[src/rtl/uart_echo_engine.sv]
// Byte-processing core between uart_rx and uart_tx: FIFO buffering, runtime-selected
// transform, one uart_tx transfer per byte, overflow accounting and status LEDs.
module uart_echo_engine #(
   parameter int unsigned DEPTH        = 16,
   parameter logic [7:0]  OFFSET       = 8'd1,
   parameter bit          DROP_ON_FULL = 1'b1,
   parameter int unsigned HB_CYCLES    = 50_000_000
) (
   input  logic                     clk_in,
   input  logic                     rst_n,
   input  logic                     rx_valid,
   input  logic [7:0]               rx_data,
   output logic                     rx_en,
   input  logic                     tx_busy,
   output logic                     tx_en,
   output logic [7:0]               tx_data,
   input  logic [1:0]               mode,
   output logic [$clog2(DEPTH):0]   fifo_level,
   output logic [15:0]              overflow_cnt,
   output logic [3:0]               led
);

   localparam int unsigned AW  = $clog2(DEPTH);
   localparam int unsigned LW  = AW + 1;
   localparam int unsigned HBW = $clog2(HB_CYCLES);

   typedef enum logic [2:0] {
      S_IDLE,
      S_FETCH,
      S_SEND,
      S_WAIT_HI,
      S_WAIT_LO
   } state_t;

   logic [7:0]     r_mem [DEPTH];
   logic [AW-1:0]  r_wr_ptr;
   logic [AW-1:0]  r_rd_ptr;
   logic [LW-1:0]  r_level;
   logic [7:0]     r_q;
   state_t         r_state;
   logic           r_tx_en;
   logic [7:0]     r_tx_data;
   logic [15:0]    r_ovf_cnt;
   logic [HBW-1:0] r_hb_cnt;
   logic           r_hb_led;
   logic           r_ne_led;
   logic           r_ovf_led;
   logic           r_busy_led;

   logic w_full;
   logic w_pop;
   logic w_push;
   logic w_write;
   logic w_drop;

   function automatic logic [7:0] f_xform(input logic [7:0] q, input logic [1:0] m);
      logic [7:0] res;
      res = q;
      case (m)
         2'd1: res = q + OFFSET;
         2'd2: begin
            if (q >= 8'h41 && q <= 8'h5A)      res = q + 8'd32;
            else if (q >= 8'h61 && q <= 8'h7A) res = q - 8'd32;
         end
         2'd3: if (q >= 8'h61 && q <= 8'h7A) res = q - 8'd32;
         default: res = q;
      endcase
      return res;
   endfunction

   assign w_full  = (r_level == LW'(DEPTH));
   assign rx_en   = DROP_ON_FULL ? 1'b1 : !w_full;
   assign w_pop   = (r_state == S_IDLE) && (r_level != '0) && !tx_busy;
   assign w_push  = rx_valid && rx_en;
   // A push while full is still accepted if the same cycle frees a slot.
   assign w_write = w_push && (!w_full || w_pop);
   assign w_drop  = w_push && w_full && !w_pop;

   // Storage and synchronous read port; no reset needed on the array.
   always_ff @(posedge clk_in) begin
      if (w_write) r_mem[r_wr_ptr] <= rx_data;
      if (w_pop)   r_q <= r_mem[r_rd_ptr];
   end

   always_ff @(posedge clk_in) begin
      if (!rst_n) begin
         r_wr_ptr   <= '0;
         r_rd_ptr   <= '0;
         r_level    <= '0;
         r_state    <= S_IDLE;
         r_tx_en    <= 1'b0;
         r_tx_data  <= '0;
         r_ovf_cnt  <= '0;
         r_hb_cnt   <= '0;
         r_hb_led   <= 1'b0;
         r_ne_led   <= 1'b0;
         r_ovf_led  <= 1'b0;
         r_busy_led <= 1'b0;
      end else begin
         if (w_write) r_wr_ptr <= r_wr_ptr + AW'(1);
         if (w_pop)   r_rd_ptr <= r_rd_ptr + AW'(1);

         if (w_write && !w_pop)      r_level <= r_level + LW'(1);
         else if (!w_write && w_pop) r_level <= r_level - LW'(1);

         if (w_drop) begin
            r_ovf_led <= 1'b1;
            if (r_ovf_cnt != 16'hFFFF) r_ovf_cnt <= r_ovf_cnt + 16'd1;
         end

         if (r_hb_cnt == HBW'(HB_CYCLES - 1)) begin
            r_hb_cnt <= '0;
            r_hb_led <= !r_hb_led;
         end else begin
            r_hb_cnt <= r_hb_cnt + HBW'(1);
         end

         r_ne_led   <= (r_level != '0);
         r_busy_led <= (r_state != S_IDLE);

         r_tx_en <= 1'b0;
         case (r_state)
            S_IDLE:    if (w_pop) r_state <= S_FETCH;
            S_FETCH: begin
               r_tx_data <= f_xform(r_q, mode);
               r_tx_en   <= 1'b1;
               r_state   <= S_SEND;
            end
            S_SEND:    r_state <= S_WAIT_HI;
            S_WAIT_HI: if (tx_busy) r_state <= S_WAIT_LO;
            S_WAIT_LO: if (!tx_busy) r_state <= S_IDLE;
            default:   r_state <= S_IDLE;
         endcase
      end
   end

   assign tx_en        = r_tx_en;
   assign tx_data      = r_tx_data;
   assign fifo_level   = r_level;
   assign overflow_cnt = r_ovf_cnt;
   assign led          = {r_busy_led, r_ovf_led, r_ne_led, r_hb_led};

endmodule
[config.mk]
export PLATFORM = sky130hd
export DESIGN_NAME = uart_echo_engine
export DESIGN_NICKNAME = d
export VERILOG_FILES = /design/src/rtl/uart_echo_engine.sv
export SDC_FILE = /design/constraint.sdc
export NUM_CORES = 1
export LEC_CHECK = 0
export CAP_MARGIN = 20
export CORE_MARGIN = 2
export CORE_UTILIZATION = 42
export DETAILED_ROUTE_END_ITERATION = 16
export GPL_TIMING_DRIVEN = 0
export PLACE_DENSITY = 0.65
export SYNTH_ARGS = -nofsm -noshare
export SYNTH_HDL_FRONTEND = slang
export SYNTH_SLANG_ARGS = --single-unit
[constraint.sdc]
create_clock -name clk_in -period 8.37 [get_ports clk_in]
set_clock_uncertainty 0.15 [all_clocks]
set_input_delay 1.2555 -clock clk_in [delete_from_list [all_inputs] [get_ports clk_in]]
set_output_delay 1.2555 -clock clk_in [all_outputs]
set_load 0.05 [all_outputs]
; ---- Word level (Yosys, flattened, before mapping)
; Memory sizes are Yosys's and may differ from the RTL's. A register that Yosys moved wholly into a read port is not among the register bits.
; Cells that the tools add are included.
[totals]
elab_cells = 74
output_inout_bits = 35
memories = 1
register_bits = 71
ram_bits = 128
inputBits = 14
[mem_list]
columns = name, words, width, rd, rd_ports_with_merged_regs, write_ports, line
row1 = r_mem, 16, 8, 1, 1, 1, 35  ; logic [7:0] r_mem [DEPTH];
[op_classes]
n_reduce_logical = 22
eq_ne = 13
bitwise = 1
order_cmp = 4
add_sub_neg = 9
n_mux = 12
[op_table]
columns = op, count
row1 = $add A26 B1 Y26 const B, 1
row2 = $eq A26 B26 Y1 const B, 1
row3 = $pmux W8 S3, 1
row4 = $add A16 B1 Y16 const B, 1
row5 = $ge A8 B7 Y1 const B, 2
row6 = $le A8 B7 Y1 const B, 2
row7 = $mux W8, 2
row8 = $ne A16 B16 Y1 const B, 1
row9 = $pmux W3 S5, 1
row10 = $mux W5, 2
row11 = $logic_and A1 B1 Y1, 9
row12 = $mux W3, 3
row13 = $add A4 B1 Y4 const B, 2
row14 = $add A8 B1 Y8 const B, 1
row15 = $add A8 B6 Y8 const B, 1
row16 = $sub A8 B6 Y8 const B, 1
row17 = $eq A3 B2 Y1 const B, 2
row18 = $ne A2 B2 Y1 const B, 3
row19 = $add A5 B1 Y5 const B, 1
row20 = $eq A5 B5 Y1 const B, 1
row21 = $logic_not A1 Y1, 5
row22 = $reduce_bool A5 Y1, 1
row23 = $sub A5 B1 Y5 const B, 1
row24 = $eq A2 B2 Y1 const B, 2
row25 = 12 further kinds, 14

; ---- Longest topological paths before layout
[logic_depth]
word_depth = 9
mapped_depth = 11
depth_no_buf = 10

; ---- Least setup slack after synthesis
; Ideal clock, no wire load.
[synth_timing]
path_kind = input port to flip-flop
start = input tx_busy
end = register r_level[4], in the netlist fifo_level[4]
n_path_buf = 0
t_arrival_ps = 3520
stages = 9
path_slack_ps = 4629
cell_sequence = or4_1 a31oi_2 ha_1 inv_1 fa_1 a21o_1 a21oi_1 mux2i_1 mux2i_1
[synth_via]
elab_chain_len = 7
[synth_rtl]
columns = element, line
row1 = start: declaration, 14  ; input logic tx_busy,
row2 = $logic_not A1 Y1 (*), n/a
row3 = $logic_and A1 B1 Y1 (*), 73  ; assign w_pop = (r_state == S_IDLE) && (r_level != '0) && !tx_busy;
row4 = $logic_or A1 B1 Y1 (*), 76  ; assign w_write = w_push && (!w_full || w_pop);
row5 = $logic_and A1 B1 Y1 (*), 76
row6 = via w_write, 53  ; logic w_write;
row7 = $logic_not A1 Y1, 104  ; else if (!w_write && w_pop) r_level <= r_level - LW'(1);
row8 = $logic_and A1 B1 Y1, 104
row9 = $reduce_bool A2 Y1 (no line), n/a
row10 = end signal: assignment, 103  ; if (w_write && !w_pop) r_level <= r_level + LW'(1);
row11 = end signal: assignment, 104
row12 = end: declaration, 38  ; logic [LW-1:0] r_level;
; The timed path passes the listed nets; every way through them passes the cells marked *.
; A chain may end at the register's enable or synchronous reset.

; ---- Worst setup path in the final report
; Same ends and word-level chain as after synthesis.

==> flow_summary.ini <==
[timing]
fmax_ghz = 0.244
finalSetupTns_ns = 0
setup_viol = 0
hold_ws_ns = 0.326
period_needed_ns = 4.11
rsz0062_at_grt = no
slew_viol_final = 0
worst_slew_pin_slew_ns = 0.927
maxSlewHeadroom_pct = 38.0
final-hold-violation-count = 0
fin_crit_sh_pct = 49.1

[cells_and_area]
insertedDiodeCount = 0
layout_common_cells = 136 x edfxtp_1, 71 x dfxtp_1, 47 x nor2_1
finalNetCount = 776
syn_to_final_growth_pct = 16.6
final_common_cell = edfxtp_1
drive_above_1_share_pct = 13.3
final_util_pct = 49.9
design_area_mm2 = 0.0105

[power_and_ir_drop]
peakVddDrop_mv = 0.176
power_density_mw_per_mm2 = 271
p_leak_nw = 3.41
finalPower_mw = 2.85

[synth]
ys_warn_count = 0
synth_compound_area_share_pct = 7.66
synthesis.nets = 700
ys_seq_elements = 207
syn_avg_cell_area_um2 = 13.5
synthCells = 668
synth_top_family_by_area = simple AND/OR/NAND/NOR gates
seq_area_frac_synth_pct = 61.0
synth-xor-area-share_pct = 2.13
synth_edf_count = 136
synth_fa_ha_area_share_pct = 2.58
synth-async-reset-ratio_pct = 0
synthDistinctLibCells = 62
yosys.area_share.simple_pct = 12.7
muxShareOfSynthArea_pct = 10.9
synth_flop_cell = edfxtp_1
syn_area_mm2 = 0.00903

[floorplanning]
start_util_pct = 42.8
die-area_mm2 = 0.0227
die_w_um = 151
rows = 53
core_mm2 = 0.0211
die_y_um = 151
ios = 49

[clock_network]
post-cts-setup-buffers = 0
clock-sinks = 207
ctsHtreeMaxLevel = 1
cts_max_path_buffers = 3
cts_root_buffer = clkbuf_16
cts_hold_buf = 0
numCtsBuffers = 23
worstSkewPairLatency_ns = 0.50
cts_tree = done
path_clk_slew_ns = 0.06
cts_resized = 0

[drt]
final_antenna_net_count = 0
dr_total_vias = 5833
drt_first_pass_iters = 4
wl_per_cell_um = 18.7
drc_errors = 0
drt-vias-per-instance = 5.65
drt_wl_total_um = 19300
drtIter0Drc = 326

[worst_setup_path]
cp-end-kind = register
critPathMaxFanout = 8
startpoint_type = primary input
max_stage_delay_ns = 0.52
path_cells = clkdlybuf4s50_1 -> or4_1 -> a31oi_2 -> ha_1 -> inv_1 -> fa_1 -> a21o_1 -> a21oi_1 -> mux2i_1 -> mux2i_1
critPathMostFrequentCell = mux2i_1
reg2reg_depth = 10
arrival_ns = 4.38
critPathRequiredTime_ns = 8.65
slowest_stage = clkdlybuf4s50_1
r2r_slack_ns = 5.03
r2r-end = fifo_level[4]
r2r-start = r_state[0]
path_class = primary input to register

[place]
gp_congestion = 0.856
place_area_mm2 = 0.00985
hpwl_um = 13400
numPortBuffers = 46

[grt]
antenna_found_initial = 0
grt_pass1_wl_um = 30800
grt_pass1_vias = 5705
track_usage_pct = 17.4
overflow = 0
grt_start_max_net_pins = 17

[run_status]
status = finished, final reports clean

[job]
max-cap-violations = 0

[min_path]
holdPathStages = 1
hold_class = register to register
min_to = r_hb_cnt[0]
min_from = r_hb_cnt[0]
==> state kept, by name, summed over array words and instances (netlist names) <==
name / count
fifo_level: 5
overflow_cnt: 16
r_busy_led: 1
r_hb_cnt: 26
r_hb_led: 1
r_mem: 128
r_ne_led: 1
r_ovf_led: 1
r_q: 8
r_rd_ptr: 4
r_state: 3
r_wr_ptr: 4
tx_data: 8
tx_en: 1
==> metal layers <==
layer / GRT usage, % / vias to the layer above / share of wire, %
li1: - / 2745 / -
met1: 23.9 / 2889 / 44
met2: 29.1 / 165 / 49
met4: 4.53 / 0 / 2.2
met5: 0 / - / 0
met3: 2.85 / 34 / 5.1
==> worst max-delay path by stage <==
stage / start / depth (start not counted) / end
detailed placement: tx_busy / 10 / fifo_level[4]
CTS: tx_busy / 10 / fifo_level[4]
global placement: tx_busy / 5 / r_mem[2][4]
global route: tx_busy / 10 / fifo_level[4]
floorplan: tx_busy / 9 / fifo_level[4]
finish: tx_busy / 10 / fifo_level[4]
==> layout make-up <==
type / instances / area [um^2]
clock inverter: 4 / 18.8
tap: 275 / 344
clock buffer: 34 / 647
buffer: 46 / 209
timing repair buffer: 51 / 492
multi-input combinational: 398 / 3250
sequential: 207 / 5510
inverter: 17 / 63.8
fill: 1780 / 10600
==> critical path: cells and delay by family <==
kind / cells / cell delay (ns)
mux: 2 / 0.46
simple gates: 1 / 0.50
compound gates: 3 / 0.87
buf+inv: 2 / 0.63
fa+ha+maj: 2 / 0.67
==> synthesized netlist by cell type, types with 10 or more instances <==
cell / number / share of area [%]
edfxtp_1: 136 / 45
dfxtp_1: 71 / 16
nor2_1: 47 / 2.0
mux4_2: 40 / 10
nand2_1: 35 / 1.5
a21oi_1: 30 / 1.7
clkbuf_1: 25 / 1.0
nand3_1: 21 / 1.2
nand4_1: 19 / 1.3
or4_1: 18 / 1.5
ha_1: 17 / 2.4
inv_1: 17 / 0.71
o21ai_0: 15 / 0.83
xor2_1: 15 / 1.5
o31ai_1: 14 / 1.2
buf_2: 13 / 0.72
or3_1: 11 / 0.76
nor3_1: 10 / 0.55
==> per-stage QoR <==
stage | worst slack [ns] | cells
after floorplan | 4.63 | 668
after global placement | 3.83 | 989
after detailed placement | 3.84 | 993
after CTS | 4.32 | 1031
after global routing | 4.16 | 1032
final | 4.26 | 1032
==> kinds of logic after synthesis <==
family,after synthesis
compound gates,100
xor+xnor,22
fa+ha+maj,18
buf+inv,63
flops,207
mux,48
other cells,1
simple gates,209
==> power by group <==
group          total, mW  switching (mW)  leakage, nW  internal (mW)
sequential          1.22          0.0525         1.81           1.17
clock              0.906           0.378        0.328          0.529
combinational      0.723           0.411         1.27          0.312
Power figures use the tool's default switching activity.
